**src/rtl/char_normalizer.sv**
```systemverilog
// ============================================================================
// char_normalizer: folds case, collapses blank runs, drops illegal bytes, FIFO.
// Optional macro WS_CONTROL_AS_BLANK_EN treats tab/LF/CR as blank.
// Revision: 1.0
// ============================================================================
`default_nettype none

module char_normalizer #(
    parameter int DEPTH = 8
) (
    input  logic                     clk,
    input  logic                     reset,
    input  logic [7:0]               in_data,
    input  logic                     in_valid,
    output logic                     in_ready,
    output logic [7:0]               out_data,
    output logic                     out_valid,
    input  logic                     out_ready,
    output logic [$clog2(DEPTH):0]   count,
    output logic [7:0]               err_cnt
);
    localparam int AW = $clog2(DEPTH);

    typedef enum logic [1:0] {
        S_START = 2'd0,
        S_WORD  = 2'd1,
        S_GAP   = 2'd2
    } state_t;

    state_t           state;
    logic [7:0]       mem [DEPTH];
    logic [AW:0]      wr_ptr;
    logic [AW:0]      rd_ptr;

    logic             full;
    logic             empty;
    logic             is_blank;
    logic             is_nul;
    logic             is_upper;
    logic             is_print;
    logic             is_illegal;
    logic             accept;
    logic             push;
    logic             pop;
    logic [7:0]       push_data;

    assign full  = (wr_ptr[AW] != rd_ptr[AW]) && (wr_ptr[AW-1:0] == rd_ptr[AW-1:0]);
    assign empty = (wr_ptr == rd_ptr);

    assign in_ready  = !full;
    assign out_valid = !empty;
    // Masked while empty so the head reads 0x00 after reset regardless of memory contents.
    assign out_data  = empty ? 8'h00 : mem[rd_ptr[AW-1:0]];
    assign count     = wr_ptr - rd_ptr;

`ifdef WS_CONTROL_AS_BLANK_EN
    assign is_blank = (in_data == 8'h20) || (in_data == 8'h09) ||
                      (in_data == 8'h0A) || (in_data == 8'h0D);
`else
    assign is_blank = (in_data == 8'h20);
`endif
    assign is_nul     = (in_data == 8'h00);
    assign is_upper   = (in_data >= 8'h41) && (in_data <= 8'h5A);
    assign is_print   = (in_data >= 8'h21) && (in_data <= 8'h7E);
    assign is_illegal = !(is_blank || is_nul || is_print);

    assign accept = in_valid && in_ready;
    assign pop    = out_valid && out_ready;

    always_comb begin
        push      = 1'b0;
        push_data = in_data;
        if (accept) begin
            if (is_nul) begin
                push      = 1'b1;
                push_data = 8'h00;
            end else if (is_blank) begin
                // Only the first blank after a word survives; later blanks collapse into it.
                push      = (state == S_WORD);
                push_data = 8'h20;
            end else if (is_print) begin
                push      = 1'b1;
                push_data = is_upper ? (in_data + 8'h20) : in_data;
            end
        end
    end

    always_ff @(posedge clk) begin
        if (!reset && push) begin
            mem[wr_ptr[AW-1:0]] <= push_data;
        end
    end

    always_ff @(posedge clk) begin
        if (reset) begin
            wr_ptr  <= '0;
            rd_ptr  <= '0;
            err_cnt <= 8'h00;
            state   <= S_START;
        end else begin
            if (push) begin
                wr_ptr <= wr_ptr + 1'b1;
            end
            if (pop) begin
                rd_ptr <= rd_ptr + 1'b1;
            end
            if (accept && is_illegal && (err_cnt != 8'hFF)) begin
                err_cnt <= err_cnt + 8'h01;
            end
            if (accept && !is_illegal) begin
                if (is_nul) begin
                    state <= S_START;
                end else if (is_blank) begin
                    if (state == S_WORD) begin
                        state <= S_GAP;
                    end
                end else begin
                    state <= S_WORD;
                end
            end
        end
    end

endmodule

`default_nettype wire

```
**config.mk**
```make
export PLATFORM = sky130hd
export DESIGN_NAME = char_normalizer
export DESIGN_NICKNAME = d
export VERILOG_FILES = /design/src/rtl/char_normalizer.sv
export SDC_FILE = /design/constraint.sdc
export NUM_CORES = 1
export LEC_CHECK = 0
export CAP_MARGIN = 30
export CORE_AREA = 5 5 98 100
export DETAILED_ROUTE_END_ITERATION = 7
export DIE_AREA = 0 0 103 105
export SYNTH_ARGS = -nofsm -noshare
export SYNTH_HDL_FRONTEND = slang
export SYNTH_SLANG_ARGS = --single-unit
```
**constraint.sdc**
```tcl
create_clock -name clk -period 3.2 [get_ports clk]
set_clock_uncertainty 0.1 [all_clocks]
set_input_delay 0.48 -clock clk [delete_from_list [all_inputs] [get_ports clk]]
set_output_delay 0.48 -clock clk [all_outputs]
set_load 0.03 [all_outputs]
```
Word level (Yosys, flattened, before mapping)
Memory sizes are Yosys's and may differ from the RTL's. A register that Yosys moved wholly into a read port is not among the register bits.
Index checks and enable logic that the tools add are counted.
{ "op_classes": {"n_addsub": 5, "n_lt_le_gt_ge": 4, "n_mux": 17, "reduce_logical": 17, "n_eq_ne": 7} }
{ "ops": {"columns": ["cell", "n"], "rows": [
  ["$mux 8", 6],
  ["$le 8x7->1 const B", 2],
  ["$logic_and 1x1->1", 9],
  ["$add 4x1->4 const B", 2],
  ["$add 8x1->8 const B", 1],
  ["$add 8x6->8 const B", 1],
  ["$eq 8x6->1 const B", 1],
  ["$ge 8x6->1 const B", 1],
  ["$ge 8x7->1 const B", 1],
  ["$logic_not 8->1", 1],
  ["$ne 8x8->1 const B", 1],
  ["$mux 1", 6],
  ["$mux 2", 3],
  ["$mux 3", 2],
  ["$eq 4x4->1", 1],
  ["$logic_not 1->1", 4],
  ["$sub 4x4->4", 1],
  ["$eq 3x3->1", 1],
  ["$ne 3x1->1 const B", 1],
  ["$eq 2x1->1 const B", 1],
  ["$logic_or 1x1->1", 2],
  ["$reduce_and 2->1", 1],
  ["$ne 1x1->1", 1]
]} }
{ "word_totals": {"output_inout_bits": 22, "wordCells": 55, "mem_count": 1, "reg_bits": 18, "inputBits": 12, "ram_bits": 64} }
{ "memory_table": {"columns": ["memory", "words", "word_bits", "read_ports", "rd_ports_with_merged_regs", "wr", "line_no", "rtl"], "rows": [
  ["mem", 8, 8, 1, 1, 1, "31", "logic [7:0] mem [DEPTH];"]
]} }

Logic depth before layout (Yosys ltp)
{ "logic_depth": {"depth_word": 9, "depth_mapped": 9, "mapped_depth_nobuf": 8} }

Worst setup path after synthesis
OpenSTA, ideal clock, no wires.
{ "synth_timing": {"path_kind": "register to register", "from": "reg wr_ptr[0]", "to": "mem mem[4][0], enable pin", "path_slack_ns": 0.305, "stages_incl_launch_ff": 8, "arrival_time_ns": 2.401, "period_less_slack_ns": 2.895, "t_required_ns": 2.705, "setup_time_ns": 0.395, "cell_sequence": "dfxtp_1 inv_1 ha_1 and3_1 a21oi_2 o211ai_1 buf_2 nor4_1"} }
{ "synth_between": {"elab_chain_cells": 8} }
{ "synth_rtl": {"columns": ["item", "line_no", "rtl"], "rows": [
  ["start: declaration", "32", "logic [AW:0] wr_ptr;"],
  ["start signal: assignment", "102", "wr_ptr <= wr_ptr + 1'b1;"],
  ["$eq 3x3->1", "47", "assign full = (wr_ptr[AW] != rd_ptr[AW]) && (wr_ptr[AW-1:0] == rd_ptr[AW-1:0]);"],
  ["$logic_and 1x1->1", "47", null],
  ["$logic_not 1->1", "50", "assign in_ready = !full;"],
  ["$logic_and 1x1->1", "67", "assign accept = in_valid && in_ready;"],
  ["$mux 1", "73", "if (accept) begin"],
  ["$logic_and 1x1->1", "89", "if (!reset && push) begin"],
  ["$mux 1", "89", null],
  ["$mux 1 (not written as such)", "90", "mem[wr_ptr[AW-1:0]] <= push_data;"],
  ["end: declaration", "31", null]
]} }
Parallel ways exist; a longest one is shown, timed or not.

Worst setup path in the final report
{ "layout_timing": {"from": "reg rd_ptr[2]", "to": "out out_data[3]"} }
{ "layout_between": {"elab_chain_cells": 2} }
{ "layout_rtl": {"columns": ["item", "line_no", "rtl"], "rows": [
  ["start: declaration", "33", "logic [AW:0] rd_ptr;"],
  ["start signal: assignment", "105", "rd_ptr <= rd_ptr + 1'b1;"],
  ["$eq 4x4->1", "48", "assign empty = (wr_ptr == rd_ptr);"],
  ["$mux 8", "53", "assign out_data = empty ? 8'h00 : mem[rd_ptr[AW-1:0]];"],
  ["end: declaration", "16", "output logic [7:0] out_data,"]
]} }
No other way between the ends.

==> implementation parameters <==
Parameter                              Value

Cells and area
  Net count, final    346
  Area used by multi-input combinational logic    1295 um2
  Total area of sequential cells    2342 um2
  Filler cell count in the final layout    734
  Layout Cell Area excl Fill    4592 um2
  Ant. Diodes    0
  Share of post-route cells with drive strength above 1    24.77%
  Synthesis-to-finish area growth    22.25%

Setup path
  Slowest Stage Delay on Critical Path    0.61 ns
  Critical path start-end classification    reg2out
  Critical path buffer and inverter count    2
  Type of origin of the critical path    flip-flop
  Data arrival at the endpoint of the critical path    2.39 ns
  Crit-path slowest cell    sky130_fd_sc_hd__clkdlybuf4s50_1
  WP data required    2.62 ns
  Endpoint kind of the worst setup timing path    output port
  Maximum net fanout on the critical path    9
  Kind of cell adding the most delay to the critical path    simple AND/OR/NAND/NOR gates
  Reg-to-reg slack, setup    0.47 ns
  Crit path cell chain    inv_1, ha_1, and3_1, nor2b_4, nor2_1, clkdlybuf4s50_1

Logic synthesis
  Number of different library cells in the post-synthesis netlist    54
  Total nets after synthesis    284
  Compound-cell area share of the yosys netlist    6.629%
  Top flip-flop cell by instance count after synthesis    sky130_fd_sc_hd__edfxtp_1
  Post-synthesis xor/xnor area fraction    1.599%
  Proportion of synthesized area in mux cells    11.99%
  Combinational family with the most area after synthesis    multiplexers
  Number of warning messages in the yosys log    0
  Top cells by instance count after synthesis    64 x sky130_fd_sc_hd__edfxtp_1, 21 x sky130_fd_sc_hd__dfxtp_1, 16 x sky130_fd_sc_hd__mux4_2, 16 x sky130_fd_sc_hd__nor2_1, 13 x sky130_fd_sc_hd__a21oi_1
  Per-instance average area after synthesis    14.23 um2
  Post-synth top area share    51.17%
  Flop and latch count out of synthesis    85
  Post-Synth Simple-Gate Area    11.19%
  Area share of fa/ha/maj cells after synthesis    2.865%
  Most area-hungry cell type in the Yosys netlist    sky130_fd_sc_hd__edfxtp_1
  Leading cell type by number of instances after synthesis    sky130_fd_sc_hd__edfxtp_1
  Syn Std Cell Area    3756 um2
  Number of flops mapped to enable cells by yosys    64
  Area contributors post-synth    sky130_fd_sc_hd__edfxtp_1 51%, sky130_fd_sc_hd__dfxtp_1 11%, sky130_fd_sc_hd__mux4_2 9.6%, sky130_fd_sc_hd__mux2i_1 2.4%, sky130_fd_sc_hd__ha_1 2.3%
  Seq/Total Area, Yosys    62.36%
  Proportion of synthesized flip-flops having asynchronous set or reset    0%
  Instance count of the mapped netlist    264

Floorplan
  Ports    34
  Number of standard-cell rows in the floorplan    34
  Die span in x    103 um
  Vertical die dimension    105 um
  Initial cell density of the core    43.71%
  Core Box Area    8593 um2
  Area of the die    10,820 um2

Routing
  Antenna Nets Post-Route    0
  Drt pass-1 iters    5
  Max layer used    met4
  DRC marker count from the first detailed-route iteration    114
  Metal2 WL    3536 um
  Drt total wl    7552 um
  Met3 WL post-DR    260 um
  Via count    2,374
  Routed wire length per instance    17.20 um
  Drt via density    5.408
  DRC violation count after routing    0
  Routed length on met1    3683 um

STA
  Slew HR    42.16%
  Maximum clock frequency    336.4 MHz
  Setup repair after global routing missed its margin    false
  Count of final max-slew check failures    0
  Portion of the clock cycle consumed by the worst path in the final layout    92.90%
  Total negative setup slack    0 ns
  Hold Vio Cnt, Final    0
  Slew of the pin with the lowest slew margin    0.8610 ns
  Count of final setup violators    0
  Tmin final    2.973 ns

Placement
  Routability cong.    0.7130
  Detail Placement HPWL    5419 um
  Port Buffer Count    33
  Placed inst area    4384 um2

Global routing
  Global-route wire length before repair    12,470 um
  Antenna violations before repair    0
  Sum of overflow across all layers after global routing    0
  Pin count of the biggest net entering global routing    22
  Vias in the first global route    2,371
  Total routing resource utilization after global routing    15.03%

Clocking
  Root cell of the clock tree    sky130_fd_sc_hd__clkbuf_8
  Post-CTS setup-driven buffer insertion count    0
  CTS H-tree lvls    3
  CTS Buf Count    9
  Clock transition at path regs    0.09 ns
  TritonCTS clock tree    yes
  Clock latency of the later-clocked register in the worst-skew pair    0.36 ns
  Clock sink count    85
  Maximum number of buffers from clock root to sink    2

Worst hold path
  HP Class    reg2reg

Outcome
  Run status    complete, no violations

Power
  VDD IR max    0.0001989 V
  Total power    2413 uW
  Static leakage power    0.001552 uW
  Pwr per Cell Area    525.6 nW/um2

Run
  Number of max-cap violations    0
[cells by family after synthesis]
logic type	count (synthesis)
adders and majority gates	8
buffers and inverters	26
muxes	25
DFF	85
xor gates and xnor gates	6
AOI/OAI and AO/OA	38
and+or+nand+nor	76
[cells in the final DEF, fill, tap and decap left out, drive strengths merged, types with 2 or more instances in the layout]
master / count
or3: 8
a21oi: 15
nand2: 12
clkinv: 3
nand3: 10
inv: 15
xor2: 3
xnor2: 3
dfxtp: 21
or2: 2
clkbuf: 9
nor4: 3
a21boi: 2
nor2: 16
mux4: 16
nand2b: 4
o211ai: 2
and3: 5
nor3: 4
clkdlybuf4s50: 33
o31ai: 2
nand4: 2
ha: 7
mux2i: 9
edfxtp: 64
o21ai: 9
buf: 33
or4: 4
a21o: 2
[layer usage]
metal | vias to the layer above | global-route usage [%]
li1 | 1135 | -
met1 | 1187 | 22.11
met2 | 47 | 22.23
met3 | 5 | 3.398
met4 | 0 | 4.440
met5 | - | 0
[state kept, by name, summed over array words and instances (netlist names), named ones only]
signal / count
mem: 64
rd_ptr: 4
err_cnt: 8
wr_ptr: 4
state: 2
[worst paths after layout]
check,cells past startpoint,to,from
max,6,out_data[3],rd_ptr[2]$_SDFFE_PP0P_
min,2,state[0]$_SDFFE_PP0P_,state[0]$_SDFFE_PP0P_
max reg2reg,8,mem[5][7]$_DFFE_PP_,wr_ptr[0]$_SDFFE_PP0P_
min reg2reg,2,state[0]$_SDFFE_PP0P_,state[0]$_SDFFE_PP0P_
[worst reg2reg max path: cells and delay by family, from the launching register on]
kind	cells	cell delay (ns)
buf+inv	3	0.51
flops	1	0.33
compound gates	2	0.27
fa+ha+maj	1	0.31
simple gates	2	0.94
[layout make-up]
cell class / count / area share (%)
clock buffers: 9 / 2.698
repair buffers: 66 / 12.59
clock inverters: 7 / 1.662
well taps: 108 / 2.943
flip-flops and latches: 85 / 51.01
inverters: 11 / 0.8992
multi-input cells: 153 / 28.20
[report_power, final]
group | switching, uW | total, uW | internal, uW
clock | 445 | 755 | 310
sequential | 8.89 | 1210 | 1200
combinational | 246 | 452 | 205
total | 700 | 2410 | 1710
[metrics by stage]
| stage | hold WS [ns] | cells | worst slack, ns | util (%) |
|---|---|---|---|---|
| finish | 0.4034 | 439 | 0.2272 | 53.44 |
| detailed placement | 0.3893 | 423 | 0.04202 | 51.02 |
| floorplan | 0.3622 | 264 | 0.3048 | - |
| CTS | 0.4033 | 439 | 0.1665 | 53.44 |
| global placement | 0.3826 | 423 | 0.04214 | 51.02 |
| global route | 0.4413 | 439 | 0.03273 | 53.44 |
[timing repair]
action                                  CTS  global route
resized for setup                         2             0
endpoints found under the setup margin    9             0
hold buffers                              0             0
Power figures use the tool's default switching activity.
